==> config.mk <==
export PLATFORM = sky130hd
export DESIGN_NAME = reg_bank_4x_flat
export DESIGN_NICKNAME = d
export VERILOG_FILES = /design/src/rtl/reg_bank_4x_if.sv /design/src/rtl/reg_bank_4x.sv /design/src/flat_wrapper.sv
export SDC_FILE = /design/constraint.sdc
export NUM_CORES = 1
export LEC_CHECK = 0
export CELL_PAD_IN_SITES_DETAIL_PLACEMENT = 0
export CELL_PAD_IN_SITES_GLOBAL_PLACEMENT = 1
export CORE_MARGIN = 2
export CORE_UTILIZATION = 49
export DETAILED_ROUTE_END_ITERATION = 12
export PLACE_DENSITY_LB_ADDON = 0.1
export SLEW_MARGIN = 20
export SYNTH_ARGS = -nofsm -noshare
export SYNTH_HDL_FRONTEND = slang
export SYNTH_HIERARCHICAL = 1
export SYNTH_SLANG_ARGS = --single-unit
==> constraint.sdc <==
create_clock -name clk -period 4.2 [get_ports clk]
set_input_delay 0.42 -clock clk [delete_from_list [all_inputs] [get_ports clk]]
set_output_delay 0.42 -clock clk [all_outputs]
set_load 0.02 [all_outputs]
==> src/rtl/reg_bank_4x_if.sv <==
// reg_bank_4x_if: bundles the write handshake, the two read ports, and the
// clear/dirty status of reg_bank_4x.
//   wr_valid/wr_ready/wr_addr/wr_data : write port (valid/ready)
//   rd_addr_a/rd_data_a               : read port A (combinational)
//   rd_addr_b/rd_data_b               : read port B (combinational)
//   clr_req/clr_busy                  : clear request / clear engine active
//   dirty                             : per-entry written-since-clear mask
// The master modport is used by the requester; the slave modport is used by the bank.
interface reg_bank_4x_if #(
  parameter int unsigned WIDTH = 32
);
  logic             wr_valid;
  logic             wr_ready;
  logic [1:0]       wr_addr;
  logic [WIDTH-1:0] wr_data;
  logic [1:0]       rd_addr_a;
  logic [WIDTH-1:0] rd_data_a;
  logic [1:0]       rd_addr_b;
  logic [WIDTH-1:0] rd_data_b;
  logic             clr_req;
  logic             clr_busy;
  logic [3:0]       dirty;

  modport master (
    output wr_valid, wr_addr, wr_data, rd_addr_a, rd_addr_b, clr_req,
    input  wr_ready, rd_data_a, rd_data_b, clr_busy, dirty
  );

  modport slave (
    input  wr_valid, wr_addr, wr_data, rd_addr_a, rd_addr_b, clr_req,
    output wr_ready, rd_data_a, rd_data_b, clr_busy, dirty
  );
endinterface

==> src/rtl/reg_bank_4x.sv <==
// reg_bank_4x: four WIDTH-bit registers with one valid/ready write port,
// two combinational read ports (per-bit 4:1 muxes), a sequential clear
// engine that zeroes one entry per cycle, and a per-entry dirty mask.
//   clk   : rising-edge clock
//   rst_n : asynchronous active-low reset
//   bus   : reg_bank_4x_if slave modport (write, read A/B, clear, dirty)

// mux4to1: single-bit 4:1 multiplexer.
//   i_d0..i_d3 : data inputs, i_sel : select, o_y : selected bit
module mux4to1 (
  input  logic       i_d0,
  input  logic       i_d1,
  input  logic       i_d2,
  input  logic       i_d3,
  input  logic [1:0] i_sel,
  output logic       o_y
);
  always_comb begin
    o_y = i_d0;
    case (i_sel)
      2'd0: o_y = i_d0;
      2'd1: o_y = i_d1;
      2'd2: o_y = i_d2;
      2'd3: o_y = i_d3;
      default: o_y = i_d0;
    endcase
  end
endmodule

module reg_bank_4x #(
  parameter int unsigned WIDTH = 32
) (
  input  logic          clk,
  input  logic          rst_n,
  reg_bank_4x_if.slave  bus
);
  typedef enum logic {
    ST_IDLE,
    ST_CLEAR
  } state_t;

  state_t           r_state;
  logic [1:0]       r_clr_cnt;
  logic [WIDTH-1:0] r_regs [4];
  logic [3:0]       r_dirty;

  logic             w_wr_ready;
  logic [WIDTH-1:0] w_rd_a;
  logic [WIDTH-1:0] w_rd_b;

  assign w_wr_ready   = (r_state == ST_IDLE);
  assign bus.wr_ready = w_wr_ready;
  assign bus.clr_busy = (r_state == ST_CLEAR);
  assign bus.dirty    = r_dirty;
  assign bus.rd_data_a = w_rd_a;
  assign bus.rd_data_b = w_rd_b;

  always_ff @(posedge clk or negedge rst_n) begin
    if (!rst_n) begin
      r_state   <= ST_IDLE;
      r_clr_cnt <= '0;
      r_regs    <= '{default: '0};
      r_dirty   <= '0;
    end else begin
      case (r_state)
        ST_IDLE: begin
          // A write accepted on the same edge as clr_req still commits;
          // the clear that follows then zeroes it along with the rest.
          if (bus.wr_valid) begin
            r_regs[bus.wr_addr]  <= bus.wr_data;
            r_dirty[bus.wr_addr] <= 1'b1;
          end
          if (bus.clr_req) begin
            r_state   <= ST_CLEAR;
            r_clr_cnt <= '0;
          end
        end
        ST_CLEAR: begin
          r_regs[r_clr_cnt]  <= '0;
          r_dirty[r_clr_cnt] <= 1'b0;
          r_clr_cnt          <= r_clr_cnt + 2'd1;
          if (r_clr_cnt == 2'd3) begin
            r_state <= ST_IDLE;
          end
        end
        default: r_state <= ST_IDLE;
      endcase
    end
  end

  for (genvar b = 0; b < WIDTH; b++) begin : g_rd_bit
    mux4to1 u_mux_a (
      .i_d0  (r_regs[0][b]),
      .i_d1  (r_regs[1][b]),
      .i_d2  (r_regs[2][b]),
      .i_d3  (r_regs[3][b]),
      .i_sel (bus.rd_addr_a),
      .o_y   (w_rd_a[b])
    );
    mux4to1 u_mux_b (
      .i_d0  (r_regs[0][b]),
      .i_d1  (r_regs[1][b]),
      .i_d2  (r_regs[2][b]),
      .i_d3  (r_regs[3][b]),
      .i_sel (bus.rd_addr_b),
      .o_y   (w_rd_b[b])
    );
  end
endmodule

==> src/flat_wrapper.sv <==
// flat-port wrapper written by rule: the top's interface ports become plain ports
module reg_bank_4x_flat 
#(
  parameter int unsigned WIDTH = 32
)
  (clk, rst_n, bus_wr_valid, bus_wr_addr, bus_wr_data, bus_rd_addr_a, bus_rd_addr_b, bus_clr_req, bus_wr_ready, bus_rd_data_a, bus_rd_data_b, bus_clr_busy, bus_dirty);
  reg_bank_4x_if #(.WIDTH(WIDTH)) bus_i ();
  input  logic clk;
  input  logic rst_n;
  input wire logic [$bits(bus_i.wr_valid)-1:0] bus_wr_valid;
  input wire logic [$bits(bus_i.wr_addr)-1:0] bus_wr_addr;
  input wire logic [$bits(bus_i.wr_data)-1:0] bus_wr_data;
  input wire logic [$bits(bus_i.rd_addr_a)-1:0] bus_rd_addr_a;
  input wire logic [$bits(bus_i.rd_addr_b)-1:0] bus_rd_addr_b;
  input wire logic [$bits(bus_i.clr_req)-1:0] bus_clr_req;
  output wire logic [$bits(bus_i.wr_ready)-1:0] bus_wr_ready;
  output wire logic [$bits(bus_i.rd_data_a)-1:0] bus_rd_data_a;
  output wire logic [$bits(bus_i.rd_data_b)-1:0] bus_rd_data_b;
  output wire logic [$bits(bus_i.clr_busy)-1:0] bus_clr_busy;
  output wire logic [$bits(bus_i.dirty)-1:0] bus_dirty;
  assign bus_i.wr_valid = bus_wr_valid;
  assign bus_i.wr_addr = bus_wr_addr;
  assign bus_i.wr_data = bus_wr_data;
  assign bus_i.rd_addr_a = bus_rd_addr_a;
  assign bus_i.rd_addr_b = bus_rd_addr_b;
  assign bus_i.clr_req = bus_clr_req;
  assign bus_wr_ready = bus_i.wr_ready;
  assign bus_rd_data_a = bus_i.rd_data_a;
  assign bus_rd_data_b = bus_i.rd_data_b;
  assign bus_clr_busy = bus_i.clr_busy;
  assign bus_dirty = bus_i.dirty;
  reg_bank_4x #(.WIDTH(WIDTH)) u_core (.clk(clk), .rst_n(rst_n), .bus(bus_i));
endmodule
==> run_results.csv <==
group,metric,value,unit
sta,max_freq,347,MHz
drt,wire_per_inst,23.5,um
floorplanning,ios,112,
global_routing,antenna_found_initial,0,
sta,setup_tns,0,ps
worst_hold_path,min_path_type,"in2async",
floorplanning,rows,45,
drt,drtIter0Drc,252,
clocking,postCtsSetupRepairBufs,0,
placed_design,post-dp-hpwl,11600,um
floorplanning,initial_core_util,50.5,%
synth,synthCells,523,
sta,setup_viol,0,
drt,vias,5082,
sta,hold_slack,98.8,ps
drt,totalWireLength,20000,um
clocking,clk_pin_slew,60,ps
sta,max_slew_margin,33.6,%
outcome,outcome,"finished, final reports clean",
clocking,clockRootBuffer,"clkbuf_16",
synth,async_flop_share,100,%
sta,fin_worst_skew,6.92,ps
setup_path,crit_path_start_kind,"input port",
sta,grt_setup_unrepaired,"false",
placed_design,io_buffer_count,111,
setup_path,rrSetupSlack,1800,ps
floorplanning,fp.coreArea,15300,um^2
global_routing,grt-ovfl-total,0,
layout,final_nets,674,
global_routing,first_global_vias,5466,
synth,syn_area_per_cell,14.8,um^2
setup_path,crit_path_end_kind,"output pin",
clocking,clock_sinks,135,
synth,syn-cell-area,7730,um^2
synth,ys_seq_elements,135,
floorplanning,die_w,130,um
drt,drc,0,
placed_design,dp.cells,819,
sta,tightest_slew,996,ps
placed_design,gp_congestion,0.740,
floorplanning,die_y,130,um
layout,antenna_cells,0,
clocking,cts_tree,"done",
drt,vias_per_cell,5.97,
clocking,clk-insertion-delay-late,430,ps
global_routing,grt_util_all_layers,25.3,%
clocking,cts_buffer_depth,2,
floorplanning,die_area,16800,um^2
synth,yosysUniqueCellTypes,19,
setup_path,worst-setup-path-type,"in2out",
setup_path,reg2reg_to,"u_core/r_regs[62]$_DFFE_PN0P_",
drt,drtAntennaViolNets,0,
synth,ys.flop_type,"dfrtp_1",
flow_run,max_cap_viol_count,0,
setup_path,worst-path-max-fanout,18,
power,max-vdd-ir-drop,327,uV
power,leakagePower,4.20,nW
synth,yosys_warnings,6,
sta,hold_viol,0,
layout,stdcell_count,851,
synth,synth_edf_count,0,
clocking,cts.repair.resized,0,
layout,area_growth,24.9,%
global_routing,grt_max_degree,126,
setup_path,crit_required,3780,ps
sta,fin_crit_sh,68.7,%
power,p_per_area,696,nW/um^2
setup_path,r2r.worst_path.cells,3,
setup_path,cp_data_arrival_time,2460,ps
synth,ys_seq_area_share,43.7,%
clocking,cts_hold_buf,0,
layout,drive_above_1_share,39.5,%
drt,dr.pass1.iters,4,
synth,synth_fp_nets,570,
sta,post-route-min-period,2880,ps
clocking,htreeDepth,4,
clocking,cts_buffers,17,
sta,report.final.slew_viol_count,0,
setup_path,regToRegStartpoint,"u_core/bus.clr_busy$_DFF_PN0_",
global_routing,grt_first_pass_wirelength,31500,um
-- per-stage QoR --
step	area, um^2	setup WS (ps)	utilization [%]	total power, mW
2_1_floorplan	7730	2470	-	4.03
3_3_place_gp	9030	1260	58.9	5.07
3_5_place_dp	9030	1250	58.9	5.18
4_1_cts	9650	1240	63.0	6.76
5_1_grt	9650	1150	63.0	7.08
6_report	9650	1320	63.0	6.72
-- worst max-delay path, stage by stage --
cell and delay (ps):
buf_2 550, buf_4 370, mux4_2 540, clkdlybuf4s50_1 560
-- power breakdown --
| group | switching, mW | leakage [nW] | internal (mW) | total (mW) |
|---|---|---|---|---|
| Sequential | 0.397 | 1.80 | 1.83 | 2.23 |
| Combinational | 1.36 | 2.10 | 1.59 | 2.95 |
| Clock | 0.570 | 0.291 | 0.980 | 1.55 |
| Total | 2.32 | 4.20 | 4.40 | 6.72 |
-- sequential cells by signal (all words and copies together) (netlist names) --
signal and cells:
u_core/r_regs 128, u_core/bus.dirty 4, u_core/r_clr_cnt 2, u_core/bus.clr_busy 1
-- layer usage --
layer,vias up,global-route usage [%],wire length [um]
met2,131,41.3,10000
li1,2239,-,-
met5,-,0,0
met4,0,6.33,159
met3,15,4.95,857
met1,2697,35.3,9020
-- cells in the final DEF (no fill, tap or decap), drive strengths merged, types with 2 or more instances in the layout --
master,count
dfrtp,135
a21boi,128
mux2,128
clkdlybuf4s50,106
mux4,64
clkbuf,22
buf,20
nand2,5
ha,5
clkinvlp,4
a21bo,4
clkinv,4
bufinv,3
inv,3
o21ai,2
nand4bb,2
-- cell usage after synthesis, drive strengths merged, types with 2 or more instances --
cell,instances,area [um^2]
mux4,64,1440
nand4bb,2,22.5
ha,5,62.6
nand2,5,18.8
a21bo,4,40.0
mux2,128,1550
buf,13,83.8
dfrtp,135,3380
clkbuf,29,109
o21ai,2,10.0
a21boi,128,961
inv,3,11.3
-- worst max-delay path by stage --
stage,end,slack (ps),from
CTS,bus_rd_data_b[11],1240,bus_rd_addr_b[0]
global route,bus_rd_data_b[9],1150,bus_rd_addr_b[0]
detailed placement,bus_rd_data_b[8],1250,bus_rd_addr_b[0]
floorplan,u_core/r_regs[100]$_DFFE_PN0P_,2470,u_core/bus.clr_busy$_DFF_PN0_
global placement,bus_rd_data_a[17],1260,bus_rd_addr_a[0]
finish,bus_rd_data_b[9],1320,bus_rd_addr_b[0]
-- layout make-up --
class / instances / area (um^2)
Inverter: 3 / 11.3
Clock inverter: 11 / 148
Multi-Input combinational cell: 343 / 4160
Clock buffer: 21 / 470
Fill cell: 1163 / 5660
Tap cell: 211 / 264
Sequential cell: 135 / 3380
Timing Repair Buffer: 127 / 1220
-- kinds of logic after synthesis --
group | synth area share [%]
AO/OA/AOI/OAI | 13.2
AND/OR/NAND/NOR | 0.971
buffers and inverters | 2.64
multiplexers | 38.7
adder cells (fa/ha/maj) | 0.809
flip-flops | 43.7
No activity file was read; power rests on OpenSTA's default activity.
